===== src/rtl/output_accumulate_if.sv =====
// rtl/output_accumulate_if.sv - product stream in, quantized score vector out
interface output_accumulate_if #(
    parameter int PROD_W = 12
);
  logic                     start;
  logic                     prod_valid;
  logic signed [PROD_W-1:0] prod_data;
  logic                     prod_ready;
  logic                     busy;
  logic [0:9][3:0]          digit_weights;
  logic                     network_done;

  modport master (
    output start, prod_valid, prod_data,
    input  prod_ready, busy, digit_weights, network_done
  );

  modport slave (
    input  start, prod_valid, prod_data,
    output prod_ready, busy, digit_weights, network_done
  );
endinterface


===== src/rtl/output_accumulate.sv =====
// rtl/output_accumulate.sv - ten saturating class accumulators, quantized to 4-bit scores
module output_accumulate #(
    parameter int N_IN   = 16,
    parameter int PROD_W = 12,
    parameter int ACC_W  = 20,
    parameter int SHIFT  = 6
) (
  input  logic clk,
  input  logic n_rst,
  output_accumulate_if.slave bus
);
  localparam int K_W   = (N_IN > 1) ? $clog2(N_IN) : 1;
  localparam int SUM_W = ((ACC_W > PROD_W) ? ACC_W : PROD_W) + 1;
  localparam logic signed [SUM_W-1:0] ACC_MAX = SUM_W'((64'sd1 <<< (ACC_W - 1)) - 64'sd1);
  localparam logic signed [SUM_W-1:0] ACC_MIN = -ACC_MAX - SUM_W'(1);

  localparam logic [1:0] S_IDLE  = 2'd0;
  localparam logic [1:0] S_ACCUM = 2'd1;
  localparam logic [1:0] S_QUANT = 2'd2;
  localparam logic [1:0] S_DONE  = 2'd3;

  logic [1:0]              state_q, state_d;
  logic signed [ACC_W-1:0] acc_q [10];
  logic signed [ACC_W-1:0] acc_d [10];
  logic [3:0]              n_q, n_d;
  logic [3:0]              q_q, q_d;
  logic [K_W-1:0]          k_q, k_d;
  logic [0:9][3:0]         dw_q, dw_d;

  logic signed [SUM_W-1:0] sum;
  logic signed [ACC_W-1:0] sat_val;
  logic signed [ACC_W-1:0] shr;
  logic [3:0]              q_idx;
  logic [3:0]              qval;

  // The sum is one bit wider than either operand so the clamp sees the true value.
  always_comb begin
    sum = SUM_W'(acc_q[n_q]) + SUM_W'(bus.prod_data);
    if (sum > ACC_MAX)      sat_val = ACC_MAX[ACC_W-1:0];
    else if (sum < ACC_MIN) sat_val = ACC_MIN[ACC_W-1:0];
    else                    sat_val = sum[ACC_W-1:0];
  end

  // q_q runs to 10 for the trailing cycle before DONE; keep the read index in range.
  always_comb begin
    q_idx = (q_q > 4'd9) ? 4'd9 : q_q;
    shr   = acc_q[q_idx] >>> SHIFT;
    if (acc_q[q_idx] < 0)                 qval = 4'd0;
    else if (shr > $signed(ACC_W'(15)))   qval = 4'd15;
    else                                  qval = shr[3:0];
  end

  always_comb begin
    state_d = state_q;
    n_d     = n_q;
    k_d     = k_q;
    q_d     = q_q;
    dw_d    = dw_q;
    for (int i = 0; i < 10; i++) acc_d[i] = acc_q[i];

    case (state_q)
      S_IDLE: begin
        if (bus.start) begin
          state_d = S_ACCUM;
          n_d     = 4'd0;
          k_d     = '0;
          q_d     = 4'd0;
          for (int i = 0; i < 10; i++) acc_d[i] = '0;
        end
      end
      S_ACCUM: begin
        if (bus.prod_valid) begin
          acc_d[n_q] = sat_val;
          if (n_q == 4'd9) begin
            n_d = 4'd0;
            if (k_q == K_W'(N_IN - 1)) begin
              state_d = S_QUANT;
              q_d     = 4'd0;
            end else begin
              k_d = k_q + K_W'(1);
            end
          end else begin
            n_d = n_q + 4'd1;
          end
        end
      end
      S_QUANT: begin
        if (q_q == 4'd10) begin
          state_d = S_DONE;
        end else begin
          dw_d[q_q] = qval;
          q_d       = q_q + 4'd1;
        end
      end
      default: state_d = S_IDLE;
    endcase
  end

  always_ff @(posedge clk or negedge n_rst) begin
    if (!n_rst) begin
      state_q <= S_IDLE;
      n_q     <= 4'd0;
      k_q     <= '0;
      q_q     <= 4'd0;
      dw_q    <= '0;
      for (int i = 0; i < 10; i++) acc_q[i] <= '0;
    end else begin
      state_q <= state_d;
      n_q     <= n_d;
      k_q     <= k_d;
      q_q     <= q_d;
      dw_q    <= dw_d;
      for (int i = 0; i < 10; i++) acc_q[i] <= acc_d[i];
    end
  end

  assign bus.prod_ready    = (state_q == S_ACCUM);
  assign bus.busy          = (state_q != S_IDLE);
  assign bus.network_done  = (state_q == S_DONE);
  assign bus.digit_weights = dw_q;
endmodule


===== src/flat_wrapper.sv =====
// flat-port wrapper written by rule: the top's interface ports become plain ports
module output_accumulate_flat 
#(
    parameter int N_IN   = 16,
    parameter int PROD_W = 12,
    parameter int ACC_W  = 20,
    parameter int SHIFT  = 6
)
  (clk, n_rst, bus_start, bus_prod_valid, bus_prod_data, bus_prod_ready, bus_busy, bus_digit_weights, bus_network_done);
  output_accumulate_if #(.PROD_W(PROD_W)) bus_i ();
  input  logic clk;
  input  logic n_rst;
  input wire logic [$bits(bus_i.start)-1:0] bus_start;
  input wire logic [$bits(bus_i.prod_valid)-1:0] bus_prod_valid;
  input wire logic [$bits(bus_i.prod_data)-1:0] bus_prod_data;
  output wire logic [$bits(bus_i.prod_ready)-1:0] bus_prod_ready;
  output wire logic [$bits(bus_i.busy)-1:0] bus_busy;
  output wire logic [$bits(bus_i.digit_weights)-1:0] bus_digit_weights;
  output wire logic [$bits(bus_i.network_done)-1:0] bus_network_done;
  assign bus_i.start = bus_start;
  assign bus_i.prod_valid = bus_prod_valid;
  assign bus_i.prod_data = bus_prod_data;
  assign bus_prod_ready = bus_i.prod_ready;
  assign bus_busy = bus_i.busy;
  assign bus_digit_weights = bus_i.digit_weights;
  assign bus_network_done = bus_i.network_done;
  output_accumulate #(.N_IN(N_IN), .PROD_W(PROD_W), .ACC_W(ACC_W), .SHIFT(SHIFT)) u_core (.clk(clk), .n_rst(n_rst), .bus(bus_i));
endmodule

===== config.mk =====
export PLATFORM = sky130hd
export DESIGN_NAME = output_accumulate_flat
export DESIGN_NICKNAME = d
export VERILOG_FILES = /design/src/rtl/output_accumulate_if.sv /design/src/rtl/output_accumulate.sv /design/src/flat_wrapper.sv
export SDC_FILE = /design/constraint.sdc
export NUM_CORES = 1
export LEC_CHECK = 0
export CORE_ASPECT_RATIO = 1.2
export CORE_MARGIN = 5
export CORE_UTILIZATION = 45
export DETAILED_ROUTE_END_ITERATION = 8
export GPL_ROUTABILITY_DRIVEN = 1
export GPL_TIMING_DRIVEN = 0
export HOLD_SLACK_MARGIN = 0.06
export PLACE_DENSITY = 0.67
export SYNTH_ARGS = -nofsm -noshare
export SYNTH_HDL_FRONTEND = slang
export SYNTH_SLANG_ARGS = --single-unit

===== constraint.sdc =====
create_clock -name clk -period 13.5 [get_ports clk]
set_input_delay 2.7 -clock clk [delete_from_list [all_inputs] [get_ports clk]]
set_output_delay 2.7 -clock clk [all_outputs]
set_load 0.005 [all_outputs]

==> flow_results.org, run 1 <==
** Drt
- DRC violation count after routing :: 0
- The count of nets left with antenna violations once routing finished came out at 0.
- Wirelength per Cell :: 23.46 um
- The routed design has 42560 um of wire.
- Using the TritonRoute via totals, the vias-per-cell ratio works out to 6.247.
- The routed layout has 11330 vias.
- Count of routing violations after the opening detailed-route iteration :: 1032
- First-pass iteration count of the detailed router :: 5

** Global route
- Aggregate global routing overflow :: 0
- Across every metal layer, demand over resource in global routing totals 0.2499.
- Global Route met1 Usage :: 0.3176
- Entering global routing, the biggest net connects 125 pins.
- The via count of the first global-routing pass was 11210.
- Most used routing layer :: met2
- Initial antenna violation count :: 0
- Wire length of the first global-routing pass :: 66100 um
- Grt met2 use :: 0.4183
- Met3 Usage GRT :: 0.03506

** Power
- Static leakage power :: 6.604 nW
- The worst-case IR drop observed on VDD is 105.4 uV.
- The design draws 3.311 mW.
- Power spread over the standard cell area amounts to 213.3 mW/mm^2.

** STA
- Number of max-slew violations in the final report :: 0
- Worst rel slew slack :: 0.1842
- Setup violators final :: 0
- Static timing analysis puts the maximum clock frequency at 0.1598 GHz.
- In the finished design, the share of the clock period the worst path needs comes to 0.4636.
- Final Critical Period :: 6.258 ns
- Post-Route Skew :: 0.01726 ns
- The number of endpoints with negative hold slack in the final report was 0.
- Setup repair after global routing left no endpoint under its margin.
- Worst slew pin tran :: 1.224 ns

** Clocking
- Counting every sink on the clock net gives 254.
- Insertion delay to the later sink of the worst-skew pair :: 0.54 ns
- Clock-pin slew was measured on the worst setup and hold paths at 0.06 ns.
- TritonCTS built the clock tree.
- Number of buffers added by the clock tree synthesis step :: 26
- Count of hold-fix buffers inserted at cts :: 0
- Post CTS Setup Buffer Count :: 0
- Count of cells resized by post-cts repair :: 0
- Counting along the longest clock path gives a buffer depth of 3.
- Root buffer cell :: sky130_fd_sc_hd__clkbuf_16
- In this run the number of H-tree levels came out at 1.

** Critical path
- Cell type with the highest occurrence count on the critical path :: sky130_fd_sc_hd__o21ai_0
- Slowest cell on crit path :: sky130_fd_sc_hd__clkdlybuf4s50_1
- CP Max Fanout :: 10
- Worst path arrival time :: 6.64 ns
- Crit end category :: flip-flop
- The largest single stage delay on the critical path is 0.62 ns.
- Data required time at the worst endpoint :: 13.88 ns
- In this design, the largest share of critical-path delay is due to compound AO/OA/AOI/OAI gates.
- Critical path cell sequence :: clkdlybuf4s50_1 -> ha_1 -> clkbuf_1 -> a21oi_1 -> o21ai_0 -> a21boi_0 -> o32ai_1 -> a21oi_2 -> buf_6 -> o21ai_0 -> clkbuf_1 -> o21ai_0
- Worst setup path category :: in -> reg
- The critical path contains buffers and inverters numbering 4 combined.
- STA classifies the critical path startpoint as an input port.

** Synthesis
- Synthesized Nets :: 1365
- Count of yosys warnings during synthesis :: 0
- Async SR Flop Fraction :: 1.000
- Dividing the synthesized area by the synthesized cell count gives 10.28 um^2.
- Synthesized instance count :: 1317
- The number of different library cells used by synthesis comes to 75.
- For this run, the register share of the synthesized area comes to 0.4697.
- Yosys mapped a number of flops with a built-in enable equal to 0.
- The synthesized netlist occupies a cell area of 0.01353 mm^2.
- Prevailing post-synth register cell :: sky130_fd_sc_hd__dfrtp_1
- The synthesized design contains 254 register bits.

** Outcome
- The flow ran to the end, and the final reports show no timing, DRC or antenna violations.

** Floorplanning
- After floorplanning, the core was sized to cover 0.02970 mm^2.
- The floorplan has 69 rows.
- Horizontal die dimension :: 168.3 um
- During I/O placement, the number of pins put on the boundary was 59.
- Vertical extent of the die :: 200.0 um
- Overall die area :: 0.03366 mm^2
- Initial cell density of the core :: 0.4557

** Layout
- The number of antenna diodes in the final layout is 0.
- The area growth from synthesis to layout is 14.68%.
- Filler Cells Inserted :: 2695
- For this run, the post-layout net count is 1453.
- Fraction of final layout cells with drive strength greater than 1 :: 0.1285
- Post-Route Utilization :: 0.5226

** Placed design
- In this run the tool buffered the top-level ports with 58 buffer cells.
- At the end of routability-driven placement, the weighted congestion stood at 0.9647.
- Once detailed placement completed, the half-perimeter wirelength came to 31420 um.

** Hold path
- The tightest min-delay check is of the reg -> reg type.

** Job
- Max-cap violations in this run came to 0.
[area by class of cell]
| cell class | instances | area (um^2) | area share |
|---|---|---|---|
| Clock buffer | 42 | 802.0 | 0.05168 |
| Sequential cell | 254 | 6356 | 0.4095 |
| Tap cell | 390 | 488.0 | 0.03144 |
| Timing Repair Buffer | 60 | 640.6 | 0.04128 |
| Clock inverter | 5 | 56.30 | 0.003628 |
| Buffer | 87 | 396.6 | 0.02556 |
| Inverter | 23 | 86.33 | 0.005563 |
| Multi-Input combinational cell | 953 | 6694 | 0.4313 |
[layer usage]
| layer | share of wire | vias to the layer above |
|---|---|---|
| li1 | - | 5032 |
| met1 | 0.40 | 5674 |
| met2 | 0.48 | 504 |
| met3 | 0.064 | 122 |
| met4 | 0.060 | 0 |
| met5 | 0 | - |
[synthesized netlist by cell type, types with 7 or more instances]
| library cell | instances | area share |
|---|---|---|
| sky130_fd_sc_hd__a21o_1 | 11 | 0.0061 |
| sky130_fd_sc_hd__dfrtp_1 | 254 | 0.47 |
| sky130_fd_sc_hd__o31ai_1 | 14 | 0.0078 |
| sky130_fd_sc_hd__buf_2 | 14 | 0.0052 |
| sky130_fd_sc_hd__o21ai_1 | 9 | 0.0033 |
| sky130_fd_sc_hd__nor2_1 | 43 | 0.012 |
| sky130_fd_sc_hd__a21oi_2 | 16 | 0.010 |
| sky130_fd_sc_hd__nand2b_1 | 8 | 0.0037 |
| sky130_fd_sc_hd__nand3_1 | 16 | 0.0059 |
| sky130_fd_sc_hd__inv_1 | 22 | 0.0061 |
| sky130_fd_sc_hd__nor4_1 | 15 | 0.0069 |
| sky130_fd_sc_hd__buf_1 | 7 | 0.0019 |
| sky130_fd_sc_hd__mux2_2 | 42 | 0.035 |
| sky130_fd_sc_hd__nor3_1 | 15 | 0.0055 |
| sky130_fd_sc_hd__mux4_2 | 40 | 0.067 |
| sky130_fd_sc_hd__o21ai_0 | 186 | 0.069 |
| sky130_fd_sc_hd__xor2_1 | 7 | 0.0045 |
| sky130_fd_sc_hd__mux2i_1 | 39 | 0.029 |
| sky130_fd_sc_hd__clkbuf_1 | 57 | 0.016 |
| sky130_fd_sc_hd__nand2_1 | 213 | 0.059 |
| sky130_fd_sc_hd__nor2b_1 | 7 | 0.0032 |
| sky130_fd_sc_hd__a31oi_1 | 11 | 0.0051 |
| sky130_fd_sc_hd__a22oi_1 | 22 | 0.012 |
| sky130_fd_sc_hd__ha_1 | 31 | 0.029 |
| sky130_fd_sc_hd__a21oi_1 | 33 | 0.012 |
| sky130_fd_sc_hd__o21a_1 | 7 | 0.0039 |
| sky130_fd_sc_hd__and3_1 | 9 | 0.0042 |
| sky130_fd_sc_hd__nand4_1 | 12 | 0.0055 |
| sky130_fd_sc_hd__a22o_1 | 46 | 0.030 |
| sky130_fd_sc_hd__a32o_1 | 10 | 0.0074 |
[worst reg2reg max path, stage by stage (launching register included)]
cell                       delay (ns)
sky130_fd_sc_hd__dfrtp_1         0.43
sky130_fd_sc_hd__clkbuf_1        0.49
sky130_fd_sc_hd__clkbuf_1        0.84
sky130_fd_sc_hd__mux4_2          0.44
sky130_fd_sc_hd__mux2i_1         0.25
sky130_fd_sc_hd__o21ai_0         0.17
sky130_fd_sc_hd__ha_1            0.28
sky130_fd_sc_hd__inv_1           0.08
sky130_fd_sc_hd__fa_1            0.20
sky130_fd_sc_hd__nand2b_1        0.18
sky130_fd_sc_hd__a21oi_1         0.11
sky130_fd_sc_hd__o31ai_1         0.50
sky130_fd_sc_hd__a211oi_1        0.23
sky130_fd_sc_hd__or2_1           0.29
sky130_fd_sc_hd__buf_2           0.22
sky130_fd_sc_hd__o21ai_0         0.59
sky130_fd_sc_hd__clkbuf_1        0.57
sky130_fd_sc_hd__o21ai_0         0.22
[sequential cells by signal, indices dropped and copies added, names as in the netlist]
name	flops
u_core.acc_q	200
u_core.bus.digit_weights	40
u_core.k_q	4
u_core.n_q	4
u_core.q_q	4
u_core.state_q	2
[final timing paths]
kind | startpoint | endpoint | slack [ns] | depth (start not counted)
min reg2reg | u_core.acc_q[61] | u_core.acc_q[61] | 0.47 | 2
max in group asynchronous | n_rst | u_core.acc_q[83] | 10.07 | 3
min | u_core.acc_q[61] | u_core.acc_q[61] | 0.47 | 2
max reg2reg | u_core.n_q[1] | u_core.acc_q[92] | 7.26 | 17
max | bus_prod_data[11] | u_core.acc_q[92] | 7.24 | 12
min in group asynchronous | n_rst | u_core.bus.digit_weights[17] | 2.07 | 1
[through the flow]
stage	cell area (um^2)	hold WS, ns	setup WS, ns	setup TNS, ns	cells
6_report	15520	0.4726	7.242	0	1814
5_1_grt	15520	0.4935	6.854	0	1814
4_1_cts	15520	0.4793	7.248	0	1814
3_5_place_dp	14660	0.4651	6.693	0	1767
3_3_place_gp	14600	0.4567	-1.033	-254.47	1765
2_1_floorplan	13530	0.4446	8.354	0	1317
[logic make-up (layout without fill, tap and decap cells)]
logic type / after synthesis / in the layout / synth area share
multiplexers: 121 / 121 / 0.1304
XOR/XNOR: 11 / 11 / 0.007119
adder cells (fa/ha/maj): 35 / 35 / 0.03264
AO/OA/AOI/OAI: 416 / 416 / 0.2005
buffers and inverters: 110 / 217 / 0.03569
AND/OR/NAND/NOR: 370 / 370 / 0.1240
flip-flops: 254 / 254 / 0.4697
[where the power goes]
part / switching [mW] / total (mW) / internal [mW]
Combinational: 1.14 / 1.67 / 0.527
Clock: 0.301 / 0.726 / 0.425
Sequential: 0.0670 / 0.919 / 0.852
[cells in the final DEF (no fill, tap or decap), types with 15 or more instances in the layout]
master,instances
sky130_fd_sc_hd__nor2_1,43
sky130_fd_sc_hd__mux4_2,40
sky130_fd_sc_hd__dfrtp_1,254
sky130_fd_sc_hd__mux2i_1,39
sky130_fd_sc_hd__nand2_1,213
sky130_fd_sc_hd__clkbuf_1,65
sky130_fd_sc_hd__o21ai_0,186
sky130_fd_sc_hd__nor3_1,15
sky130_fd_sc_hd__a21oi_1,33
sky130_fd_sc_hd__clkdlybuf4s50_1,57
sky130_fd_sc_hd__mux2_2,42
sky130_fd_sc_hd__a22o_1,46
sky130_fd_sc_hd__ha_1,31
sky130_fd_sc_hd__nor4_1,15
sky130_fd_sc_hd__a22oi_1,22
sky130_fd_sc_hd__clkbuf_16,27
sky130_fd_sc_hd__a21oi_2,16
sky130_fd_sc_hd__inv_1,22
sky130_fd_sc_hd__nand3_1,16
(Power assumes the default switching activity.)
==> inputs of run 2 (changes only) <==
--- a/config.mk
+++ b/config.mk
@@ -12,7 +12,7 @@
 export GPL_ROUTABILITY_DRIVEN = 1
 export GPL_TIMING_DRIVEN = 0
 export HOLD_SLACK_MARGIN = 0.06
-export PLACE_DENSITY = 0.67
+export PLACE_DENSITY = 0.7
 export SYNTH_ARGS = -nofsm -noshare
 export SYNTH_HDL_FRONTEND = slang
 export SYNTH_SLANG_ARGS = --single-unit
==> constraint.sdc (replaced) <==
create_clock -name clk -period 5.6 [get_ports clk]
set_input_delay 1.12 -clock clk [delete_from_list [all_inputs] [get_ports clk]]
set_output_delay 1.12 -clock clk [all_outputs]
set_load 0.005 [all_outputs]
==> run 2 against run 1 <==
  * Register-to-register slack got worse by 7.1 ns
  * Via count decreased by 0.94%
  * Count of clock-buffer cells in the layout shrank 5
  * Wire length is 1.1% lower
  * Core utilization rose by 0.60 points
  * Sequential cell count stayed put
  * Setup slack got worse by 7.1 ns
  * Final area increased by 1.2%
==> flow_results.org, run 2 (synthesis results as in run 1) <==
** Layout
- In the final layout, the share of cells above drive strength 1 is 0.1425.
- Final-stage net count :: 1453
- The finished cells cover 0.01570 mm^2.
- Synthesis-to-finish area growth :: 16.00%
- For this run, the number of standard cells in the final layout without fillers is 1815.
- Post-Route Utilization :: 0.5286
- Most flops, register :: u_core.acc_q
- The register with the most flip-flops in the layout has 200 of them.
- Most frequent cells in the layout :: 254 x sky130_fd_sc_hd__dfrtp_1, 213 x sky130_fd_sc_hd__nand2_1, 182 x sky130_fd_sc_hd__o21ai_0
- Commonest non-fill, non-tap cell in the layout :: sky130_fd_sc_hd__dfrtp_1
- Number of antenna repair diodes :: 0

** Drt
- Count of routing violations after the opening detailed-route iteration :: 1203
- Dividing the detail-routed wire length by the instance count gives 23.19 um.
- Detail Route Antenna Nets :: 0
- Met2 wire length :: 20510 um
- Total via count after detailed routing :: 11230
- Routed wire length on met3 :: 2911 um
- After detailed routing, no signal wire sits above met4.
- The pre-antenna-repair detailed-routing pass consisted of 5 iterations.
- DRC violation count after routing :: 0
- Wire length on met1 :: 16580 um
- In the routed layout, each cell is associated on average with a via count of 6.185.
- The final layout contains routed wiring with a total length of 42090 um.

** Critical path
- Data on the critical path arrives at its endpoint at 5.86 ns.
- The critical path in this run is classified as reg -> reg.
- For the worst setup path, the data required time is 6.00 ns.
- The worst setup path is captured at a flip-flop.
- Of all nets on the critical path, the largest fanout is 10.
- STA classifies the critical path startpoint as a flip-flop.

** STA
- Post-route clock period utilization :: 0.9750
- The worst pin sits at a relative slew slack of 0.1930.
- The number of slew-limit violations in the final report was 0.
- Derived from the worst setup path, the maximum achievable clock frequency is 0.1831 GHz.
- The number of endpoints with negative hold slack in the final report was 0.
- Setup violations remaining at the end of the flow were counted as 0.
- For the finished layout, the period the worst path requires is 5.460 ns.
- TNS Setup :: 0 ns
- Across the routed clock network, the largest skew measured is 0.02989 ns.
- At the pin with the least slew margin, the transition time is 1.210 ns.
- Setup repair after global routing could not meet its margin everywhere.

** Power
- The share of total power dissipated in sequential elements is 0.269.
- The internal power of the cells totals 4.552 mW.
- Share of power burned in combinational logic :: 0.494
- NetSw :: 3.685 mW
- Of the total power, the clock network draws 0.237.
- Of the total power, the share spent switching nets is 0.4474.
- Dividing total power by cell area gives a power density of 524.7 mW/mm^2.
- Static leakage power :: 6.685 nW
- Total design power :: 8.237 mW
- Worst ir drop on vdd :: 259.5 uV

** Clocking
- CTS tree :: yes
- The clock drives 254 sinks.
- Buffers inserted during clock tree synthesis total 26.
- No sink is reached through more buffers than the 3 on the longest clock path.
- In this run, post-CTS hold repair placed 0 buffers.
- After clock tree synthesis, the clock-pin slew on the worst setup and hold paths is 0.06 ns.
- Root buffer cell :: sky130_fd_sc_hd__clkbuf_16
- In this run the number of H-tree levels came out at 1.
- Clock latency on the worst-skew pair, taken at its later pin, is 0.55 ns.

** Placed design
- The congestion estimate from routability-driven global placement came to 0.9246.
- During placement, the flow inserted port buffers numbering 58.
- Placed Instance Area :: 0.01466 mm^2
- Including well taps, the total number of placed cells is 1767.
- HPWL reported at the end of detailed placement :: 31210 um

** Floorplanning
- The die covers 0.03366 mm^2.
- 59 I/O pins were placed.
- Vertical extent of the die :: 200.0 um
- The die is 168.3 um wide.
- Initial cell density of the core :: 0.4557
- Area of the core region :: 0.02970 mm^2
- Row Count :: 69

** Outcome
- The run finished with clean final reports.

** Hold path
- In this run the worst hold path is classified as reg -> reg.

** Global route
- Aggregate global routing overflow :: 0
- The via count of the first global-routing pass came to 11170.
- The initial antenna violation count was 0.
- Combined global-route utilization of all metal layers :: 0.2486
- Wire length of the first global-routing pass :: 65490 um
- Entering global routing, the biggest net connects 123 pins.

** Job
- The tool flagged a number of max-cap violations equal to 0.
==> run 2: cell count changes in the layout (fill, tap and decap cells not counted), moves of 3 or more <==
cell,previous run,this run
sky130_fd_sc_hd__clkbuf_1,65,52
sky130_fd_sc_hd__bufinv_16,1,6
sky130_fd_sc_hd__clkinvlp_4,0,3
sky130_fd_sc_hd__o21ai_1,9,12
sky130_fd_sc_hd__o21ai_0,186,182
sky130_fd_sc_hd__a21oi_4,0,4
sky130_fd_sc_hd__clkbuf_2,0,11
sky130_fd_sc_hd__clkbuf_4,0,3
==> run 2: layer usage <==
metal,vias up,global-route usage
met4,0,0.1109
li1,5045,-
met5,-,0
met1,5536,0.3168
met3,111,0.03506
met2,534,0.4260
==> run 2: area by class of cell <==
type | instances | area (um^2)
fillers | 2609 | 14000
plain buffers | 87 | 419.2
multi-input cells | 953 | 6743
flip-flops and latches | 254 | 6356
repair buffers | 60 | 640.6
clock buffers | 37 | 742.0
clock inverters | 11 | 224.0
well taps | 390 | 488.0
inverters | 23 | 86.33
==> run 2: metrics by stage <==
| step | setup WS (ns) | hold slack, ns |
|---|---|---|
| 3_5_place_dp | -0.5109 | 0.4689 |
| 2_1_floorplan | 1.349 | 0.4446 |
| 5_1_grt | -0.03407 | 0.5076 |
| 3_3_place_gp | -7.251 | 0.4586 |
| 6_report | 0.1398 | 0.4791 |
| 4_1_cts | 0.002199 | 0.4833 |
==> run 2: what timing repair did <==
item | CTS | global route
gates resized for setup | 8 | 24
setup buffers | 0 | 0
cloned | 0 | 0
pin swaps | 0 | 0
setup endpoints to repair | 139 | 163
==> run 2: path summary, 6_finish.rpt <==
kind | from | end | slack (ns) | cells past startpoint
setup / recovery | u_core.n_q[0] | u_core.acc_q[19] | 0.14 | 17
hold / removal | u_core.acc_q[162] | u_core.acc_q[162] | 0.48 | 2
setup reg to reg | u_core.n_q[0] | u_core.acc_q[19] | 0.14 | 17
hold reg to reg | u_core.acc_q[162] | u_core.acc_q[162] | 0.48 | 2
max in group asynchronous | n_rst | u_core.acc_q[23] | 4.10 | 2
min in group asynchronous | n_rst | u_core.q_q[0] | 0.51 | 1
==> run 2: critical path, cell delays in order (launching register included) <==
cell                       delay (ns)
sky130_fd_sc_hd__dfrtp_1         0.45
sky130_fd_sc_hd__buf_2           0.38
sky130_fd_sc_hd__clkbuf_4        0.41
sky130_fd_sc_hd__mux4_2          0.60
sky130_fd_sc_hd__mux2i_1         0.30
sky130_fd_sc_hd__o21ai_0         0.24
sky130_fd_sc_hd__ha_1            0.41
sky130_fd_sc_hd__buf_2           0.22
sky130_fd_sc_hd__nand2_1         0.09
sky130_fd_sc_hd__o21ai_0         0.21
sky130_fd_sc_hd__a31oi_1         0.19
sky130_fd_sc_hd__a211oi_1        0.44
sky130_fd_sc_hd__or2_1           0.21
sky130_fd_sc_hd__buf_2           0.29
sky130_fd_sc_hd__buf_6           0.23
sky130_fd_sc_hd__buf_6           0.22
sky130_fd_sc_hd__buf_2           0.28
sky130_fd_sc_hd__o31ai_1         0.11
==> run 2: power groups by stage <==
stage	logic (mW)	registers, mW	clock network, mW
finish	4.07	2.22	1.95
global route	4.32	2.24	2.05
CTS	3.96	2.21	1.96
detailed placement	3.95	2.24	0
global placement	3.90	2.23	0
floorplan	2.44	2.21	0
